===== src/rtl/sig_seq_producer.sv =====
// sig_seq_producer: sole driver of the some_sig bus.
// Timed commands (value, hold) arrive over valid/ready into a small FIFO
// and are played onto some_sig for hold+1 cycles each, back-to-back when
// queued, returning to IDLE_VAL when the queue drains.
// Optional macro SIG_SEQ_PRODUCER_PARITY_EN adds registered even-parity
// output some_sig_par that tracks some_sig.
module sig_seq_producer #(
  parameter int               WIDTH    = 3,
  parameter int               CNT_W    = 8,
  parameter int               DEPTH    = 4,
  parameter logic [WIDTH-1:0] IDLE_VAL = '0
) (
  input  logic                     clk,
  input  logic                     rst,
  input  logic                     cmd_valid,
  output logic                     cmd_ready,
  input  logic [WIDTH-1:0]         cmd_val,
  input  logic [CNT_W-1:0]         cmd_hold,
  input  logic                     flush,
  output logic [WIDTH-1:0]         some_sig,
`ifdef SIG_SEQ_PRODUCER_PARITY_EN
  output logic                     some_sig_par,
`endif
  output logic                     sig_active,
  output logic                     sig_strobe,
  output logic [$clog2(DEPTH):0]   fifo_level
);

  localparam int AW = $clog2(DEPTH);
  localparam int PW = AW + 1;

  typedef enum logic {S_IDLE, S_HOLD} state_t;

  function automatic logic even_par(input logic [WIDTH-1:0] v);
    return ^v;
  endfunction

  // Command storage holds data only; it is never reset.
  logic [WIDTH-1:0] val_mem  [DEPTH];
  logic [CNT_W-1:0] hold_mem [DEPTH];

  logic [PW-1:0]    wr_ptr_q, wr_ptr_d, rd_ptr_q, rd_ptr_d;
  state_t           state_q, state_d;
  logic [CNT_W-1:0] cnt_q, cnt_d;
  logic [WIDTH-1:0] some_sig_q, some_sig_d;
  logic             active_q, active_d;
  logic             strobe_q, strobe_d;
  logic             par_q, par_d;

  logic             fifo_empty, fifo_full, push, pop;
  logic [WIDTH-1:0] head_val;
  logic [CNT_W-1:0] head_hold;

  // Pointers carry a wrap bit so full and empty are distinguishable.
  assign fifo_empty = (wr_ptr_q == rd_ptr_q);
  assign fifo_full  = (wr_ptr_q[AW] != rd_ptr_q[AW]) &&
                      (wr_ptr_q[AW-1:0] == rd_ptr_q[AW-1:0]);
  assign fifo_level = wr_ptr_q - rd_ptr_q;

  // Ready never looks at cmd_valid; a full FIFO refuses even while popping.
  assign cmd_ready  = !rst && !flush && !fifo_full;
  assign push       = cmd_valid && cmd_ready;

  assign head_val   = val_mem[rd_ptr_q[AW-1:0]];
  assign head_hold  = hold_mem[rd_ptr_q[AW-1:0]];

  // Next-state for the playback FSM, FIFO pointers and registered outputs.
  always_comb begin
    state_d    = state_q;
    cnt_d      = cnt_q;
    some_sig_d = some_sig_q;
    active_d   = active_q;
    strobe_d   = 1'b0;
    pop        = 1'b0;
    case (state_q)
      S_IDLE: begin
        if (!fifo_empty) begin
          pop        = 1'b1;
          some_sig_d = head_val;
          cnt_d      = head_hold;
          strobe_d   = 1'b1;
          active_d   = 1'b1;
          state_d    = S_HOLD;
        end else begin
          some_sig_d = IDLE_VAL;
          active_d   = 1'b0;
        end
      end
      S_HOLD: begin
        if (cnt_q != '0) begin
          cnt_d = cnt_q - 1'b1;
        end else if (!fifo_empty) begin
          // Reload straight from the queue so there is no idle gap.
          pop        = 1'b1;
          some_sig_d = head_val;
          cnt_d      = head_hold;
          strobe_d   = 1'b1;
        end else begin
          some_sig_d = IDLE_VAL;
          active_d   = 1'b0;
          state_d    = S_IDLE;
        end
      end
      default: begin
        state_d    = S_IDLE;
        some_sig_d = IDLE_VAL;
        active_d   = 1'b0;
      end
    endcase
    // Flush abandons the current command and the whole queue.
    if (flush) begin
      pop        = 1'b0;
      state_d    = S_IDLE;
      cnt_d      = '0;
      some_sig_d = IDLE_VAL;
      active_d   = 1'b0;
      strobe_d   = 1'b0;
    end
    wr_ptr_d = flush ? '0 : wr_ptr_q + PW'(push);
    rd_ptr_d = flush ? '0 : rd_ptr_q + PW'(pop);
    par_d    = even_par(some_sig_d);
  end

  // Control and output registers; reset has priority over flush.
  always_ff @(posedge clk) begin
    if (rst) begin
      wr_ptr_q   <= '0;
      rd_ptr_q   <= '0;
      state_q    <= S_IDLE;
      cnt_q      <= '0;
      some_sig_q <= IDLE_VAL;
      active_q   <= 1'b0;
      strobe_q   <= 1'b0;
      par_q      <= even_par(IDLE_VAL);
    end else begin
      wr_ptr_q   <= wr_ptr_d;
      rd_ptr_q   <= rd_ptr_d;
      state_q    <= state_d;
      cnt_q      <= cnt_d;
      some_sig_q <= some_sig_d;
      active_q   <= active_d;
      strobe_q   <= strobe_d;
      par_q      <= par_d;
    end
  end

  // FIFO write port.
  always_ff @(posedge clk) begin
    if (push) begin
      val_mem[wr_ptr_q[AW-1:0]]  <= cmd_val;
      hold_mem[wr_ptr_q[AW-1:0]] <= cmd_hold;
    end
  end

  assign some_sig   = some_sig_q;
  assign sig_active = active_q;
  assign sig_strobe = strobe_q;

`ifdef SIG_SEQ_PRODUCER_PARITY_EN
  assign some_sig_par = par_q;
`else
  logic unused_par;
  assign unused_par = par_q;
`endif

endmodule


===== config.mk =====
export PLATFORM = sky130hd
export DESIGN_NAME = sig_seq_producer
export DESIGN_NICKNAME = d
export VERILOG_FILES = /design/src/rtl/sig_seq_producer.sv
export SDC_FILE = /design/constraint.sdc
export NUM_CORES = 1
export LEC_CHECK = 0
export CORE_MARGIN = 2
export CORE_UTILIZATION = 56
export DETAILED_ROUTE_END_ITERATION = 10
export PLACE_DENSITY_LB_ADDON = 0.08
export RECOVER_POWER = 100
export SLEW_MARGIN = 20
export SYNTH_ARGS = -nofsm -noshare
export SYNTH_HDL_FRONTEND = slang
export SYNTH_SLANG_ARGS = --single-unit
export TNS_END_PERCENT = 5

===== constraint.sdc =====
create_clock -name clk -period 2.8 [get_ports clk]
set_input_delay 0.56 -clock clk [delete_from_list [all_inputs] [get_ports clk]]
set_output_delay 0.56 -clock clk [all_outputs]
set_load 0.03 [all_outputs]

* Yosys cells after proc, flatten, opt, wreduce, memory -nomap -nowiden
Memories as Yosys holds them, arrays and structs flattened. A register that Yosys moved wholly into a read port is not among the register bits.
Index checks and enable logic that the tools add are counted.
** Storage, ports and cells
- Register bits after elaboration :: 20
- RAM bits :: 44
- Bits of input ports :: 15
- Logic and storage cells :: 48
- Memories :: 2
** Memories
- hold_mem :: words 4, width 8, read ports 1, clocked after memory_dff 1, write ports 1, line 40 : logic [CNT_W-1:0] hold_mem [DEPTH];
- val_mem :: words 4, width 3, read ports 1, clocked after memory_dff 1, write ports 1, line 39 : logic [WIDTH-1:0] val_mem [DEPTH];
** Operators by class
- Add/sub/neg operators :: 4
- Equal/unequal tests :: 5
- Mux-type cells :: 19
- Bitwise gates (word level) :: 1
- Reduce and logical (&&, ||, !) cells :: 10
** Operators with widths (count)
- $mux W8 :: 2
- $pmux W8 S2 :: 1
- $mux W1 :: 8
- $reduce_bool A8 Y1 :: 1
- $sub A8 B1 Y8 const B :: 1
- $add A3 B1 Y3 :: 2
- $mux W3 :: 2
- $pmux W1 S2 :: 3
- $pmux W3 S2 :: 1
- $logic_and A1 B1 Y1 :: 4
- $mux W2 :: 2
- $eq A3 B3 Y1 :: 1
- $logic_not A1 Y1 :: 3
- $sub A3 B3 Y3 :: 1
- $eq A2 B2 Y1 :: 1
- $ne A2 B1 Y1 const B :: 1
- $ne A2 B2 Y1 const B :: 1
- $reduce_and A2 Y1 :: 1
- $reduce_or A2 Y1 :: 1
- $ne A1 B1 Y1 :: 1
- $not A1 Y1 :: 1

* Longest topological paths before layout
- Depth in word-level cells :: 7
- Mapped depth :: 11

* Worst setup path after synthesis
No wires, ideal clock.
- Kind :: reg-to-reg
- From :: register rd_ptr_q[1]
- To :: memory hold_mem[1][0], enable pin
- Data arrival time :: 2.238 ns
- Data required time :: 2.422 ns
- Setup slack :: 0.183 ns
- Stages on the path, launching flop included :: 9
- Path buffers :: 1
- Period minus slack after synthesis :: 2.617 ns
- Cell sequence :: dfxtp_1 > buf_1 > inv_1 > ha_1 > nand2_1 > o21a_1 > and2_1 > nand2_1 > nor2_1
** On the way
- Word-level cells in the longest chain between the ends :: 7
** Ends and longest elaborated chain
- start: declaration :: line 42 : logic [PW-1:0] wr_ptr_q, wr_ptr_d, rd_ptr_q, rd_ptr_d;
- start signal: assignment :: line 137 : rd_ptr_q <= rd_ptr_d;
- $eq A2 B2 Y1 :: line 57 : (wr_ptr_q[AW-1:0] == rd_ptr_q[AW-1:0]);
- $logic_and A1 B1 Y1 :: line 56 : assign fifo_full = (wr_ptr_q[AW] != rd_ptr_q[AW]) &&
- $logic_not A1 Y1 :: line 61 : assign cmd_ready = !rst && !flush && !fifo_full;
- $logic_and A1 B1 Y1 :: line 61
- net cmd_ready :: line 16 : output logic cmd_ready,
- $logic_and A1 B1 Y1 :: line 62 : assign push = cmd_valid && cmd_ready;
- $mux W1 :: line 149 : if (push) begin
- $mux W1 (not written as such) :: line 151 : hold_mem[wr_ptr_q[AW-1:0]] <= cmd_hold;
- end: declaration :: line 40
The timed path passes the listed nets, and every way through them passes these cells.

* Worst setup path in the final report
- From :: register rd_ptr_q[1]
- To :: output port cmd_ready
** On the way
- Word-level cells in the longest chain between the ends :: 4
** Ends and longest elaborated chain (line)
- $eq A2 B2 Y1 :: 57
- $logic_and A1 B1 Y1 :: 56
- $logic_not A1 Y1 :: 61
- $logic_and A1 B1 Y1 :: 61
- end: declaration :: 16
Every way passes these cells.

==> results.md <==
* Power Density at 585.9 nW/um2
* Max-slew violations at 0
* Clock group share of total power at 0.398
* Area grow syn2layout at 18.60%
* H-tree levels at 3
* Seq pwr share at 0.564
* Clock Sinks at 64
* DR iter-0 viols at 144
* Post-synth EDFFs at 44
* Final Critical Period at 2678 ps
* Vias per cell at 5.791
* Post-route setup TNS at 0 ps
* Largest net degree at the start of global routing at 17
* FP Rows at 24
* Critical path class: register to primary output
* Tot Pwr at 1.809 mW
* Critical Path Start Type: register
* Post-CTS Setup Repair Bufs at 0
* Worst hold margin at 521.0 ps
* Num ports at 24
* Cts hold-fix bufs at 0
* Chip width at 72.19 um
* Syn Inst Count at 175
* FF-to-FF path depth at 7
* Filler cell count at 299
* Req. time, crit path at 2240 ps
* Fin crit share at 0.9564
* Max frequency at 0.3734 GHz
* DP Cell Count at 253
* RSZ-0062 raised after global routing: false
* Outcome: completed
* Max FO, Critical Path at 8
* Max-slew headroom at 0.4924
* Die Span Y at 72.19 um
* Overflow after GRT at 0
* Mean post-synth cell area at 14.88 um2
* Final setup viols at 0
* Hpwl dp at 3.274 mm
* Post-Syn Area at 2604 um2
* Hold depth at 2
* Antenna cells at 0
* Initial antenna violation count at 0
* Port buffer count at 23
* Via count at 1552
* Clk buf depth at 2
* CTS Buf Count at 9
* Worst-Skew Late Latency at 330 ps
* Asr flop ratio synth at 0
* Fin nets at 235
* Most common flop cell mapped by yosys: edfxtp_1
* Remaining antenna violation count at 0
* Clock Root Buffer: clkbuf_8
* Pre-CTS setup slack at 241.4 ps
* Psw at 0.3609 mW
* Hold Path Class: register to register
* Crit path DAT at 2120 ps
* YS warnings at 0
* Fin util at 0.6995
* Clock Skew at 8.918 ps
* Cell Area, Placed at 2942 um2
* Die area at 5211 um2
* Synth Register Bits at 64
* Routed WL at 4.697 mm
* Initial DRT Pass Iterations at 4
* P_int at 1.448 mW
* Slew @ Worst Pin at 761.4 ps
* Sequential share of the synthesized area at 0.6612
* Global-route wire length before repair at 7.714 mm
* Max_cap viols at 0
* DRC viols at 0
* Hold Violations, Final at 0
* Logic gate share of total power at 0.038
* Final instance area at 3088 um2
* CTS tree: done
* GPL Wtd Cong at 0.8305
* CORE AREA at 4414 um2
* Share of cells above drive strength 1 at 0.1435
* DR WL/cell at 17.53 um
* Setup crit end kind: primary output
* Non-Filler Instances at 268
* Initial Util at 0.5899
* Synthesized net count at 198
* Worst-path clk slew at 70 ps
* Worst IR Drop VDD at 0.4166 mV
* Pleak at 1.073 nW
* Synth cell types at 38
* Vias in the first global route at 1573
* GR Util All Layers at 0.2070
* Fin worst setup slack at 122.0 ps
* Switching Share at 0.1995
## per-layer routing
metal / up-vias / routed length [um] / track usage
met5: - / 0 / 0
met2: 27 / 2425 / 0.3344
met4: 0 / 76 / 0.1153
met1: 781 / 2059 / 0.2590
li1: 738 / - / -
met3: 6 / 136 / 0.04861
## power groups by stage
stage               Combinational [mW]  Sequential (mW)  Clock (mW)
global placement                0.0710             1.04           0
detailed placement              0.0741             1.04           0
global route                    0.0756             1.02       0.772
CTS                             0.0744             1.02       0.733
floorplan                       0.0328             1.04           0
finish                          0.0689             1.02       0.719
## placed cells by master (no fill, tap or decap), drive strengths merged
master / n
a21oi: 7
dfxtp: 20
a21o: 1
and3: 3
fa: 1
clkinv: 4
or4: 2
edfxtp: 44
bufinv: 1
a211oi: 3
mux4: 11
dlygate4sd3: 18
nor3b: 4
xor2: 1
o221a: 1
nor3: 3
nor4: 1
o21ai: 1
a2111oi: 1
or2: 2
clkdlybuf4s50: 4
o211ai: 2
nor2b: 2
a22oi: 3
nor2: 15
a31oi: 3
inv: 7
o21a: 1
nand3: 2
buf: 3
clkbuf: 17
nand2: 7
nand2b: 1
and2: 6
or3b: 1
xnor2: 4
ha: 7
a21boi: 1
or3: 1
## kinds of logic (layout without fill, tap and decap cells)
kind of cell	after synthesis	count (layout)	synth area share
AOI/OAI and AO/OA	24	24	0.06199
xor gates and xnor gates	5	5	0.01682
DFF	64	64	0.6612
and+or+nand+nor	50	50	0.1038
muxes	11	11	0.09515
buffers and inverters	13	54	0.01970
adders and majority gates	8	8	0.04133
## state kept, by name, summed over array words and instances (netlist names)
signal and flops:
cnt_q 8, wr_ptr_q 3, val_mem 12, sig_active 1
sig_strobe 1, rd_ptr_q 3, state_q 1, hold_mem 32
some_sig 3
## path summary, 6_finish.rpt
kind              slack [ps]             end   startpoint
setup / recovery         120       cmd_ready  rd_ptr_q[1]
hold / removal           520     some_sig[1]  some_sig[1]
setup reg to reg         400  hold_mem[0][1]  rd_ptr_q[1]
hold reg to reg          520     some_sig[1]  some_sig[1]
## worst max-delay path, stage by stage, from the launching register on
cell and delay [ps]:
dfxtp_2 460, inv_1 70, ha_1 320, nand2_1 70
o21a_1 130, dlygate4sd3_1 740
## cell usage after synthesis (2+ instances only)
library cell	n	share of area
a21oi_1	7	0.013
nand3_1	2	0.0038
nor2b_1	2	0.0048
ha_1	7	0.034
a211oi_1	3	0.0086
a31oi_1	3	0.0072
dfxtp_1	20	0.15
buf_2	2	0.0038
clkbuf_1	3	0.0043
o211ai_1	2	0.0058
nor3_1	3	0.0058
nor3b_1	4	0.012
a22oi_1	3	0.0086
or4_1	2	0.0058
edfxtp_1	44	0.51
nand2_1	7	0.010
and3_1	3	0.0072
mux4_2	11	0.095
xnor2_1	4	0.013
inv_1	7	0.010
and2_1	6	0.014
nor2_1	14	0.020
## final cells by class
| type | count | area [um2] | area share |
|---|---|---|---|
| Tap cell | 52 | 65.06 | 0.02107 |
| Sequential cell | 64 | 1723 | 0.5579 |
| Multi-Input combinational cell | 98 | 828.3 | 0.2682 |
| Inverter | 7 | 26.28 | 0.008509 |
| Clock buffer | 10 | 127.6 | 0.04133 |
| Timing Repair Buffer | 32 | 269.0 | 0.08712 |
| Clock inverter | 5 | 48.80 | 0.01580 |
## timing repair
item | 4_1_cts | 5_1_grt
endpoints found under the setup margin | 0 | 2
hold endpoints to repair | 0 | 0
gates resized for setup | 0 | 2
No activity file was read; power rests on OpenSTA's default activity.
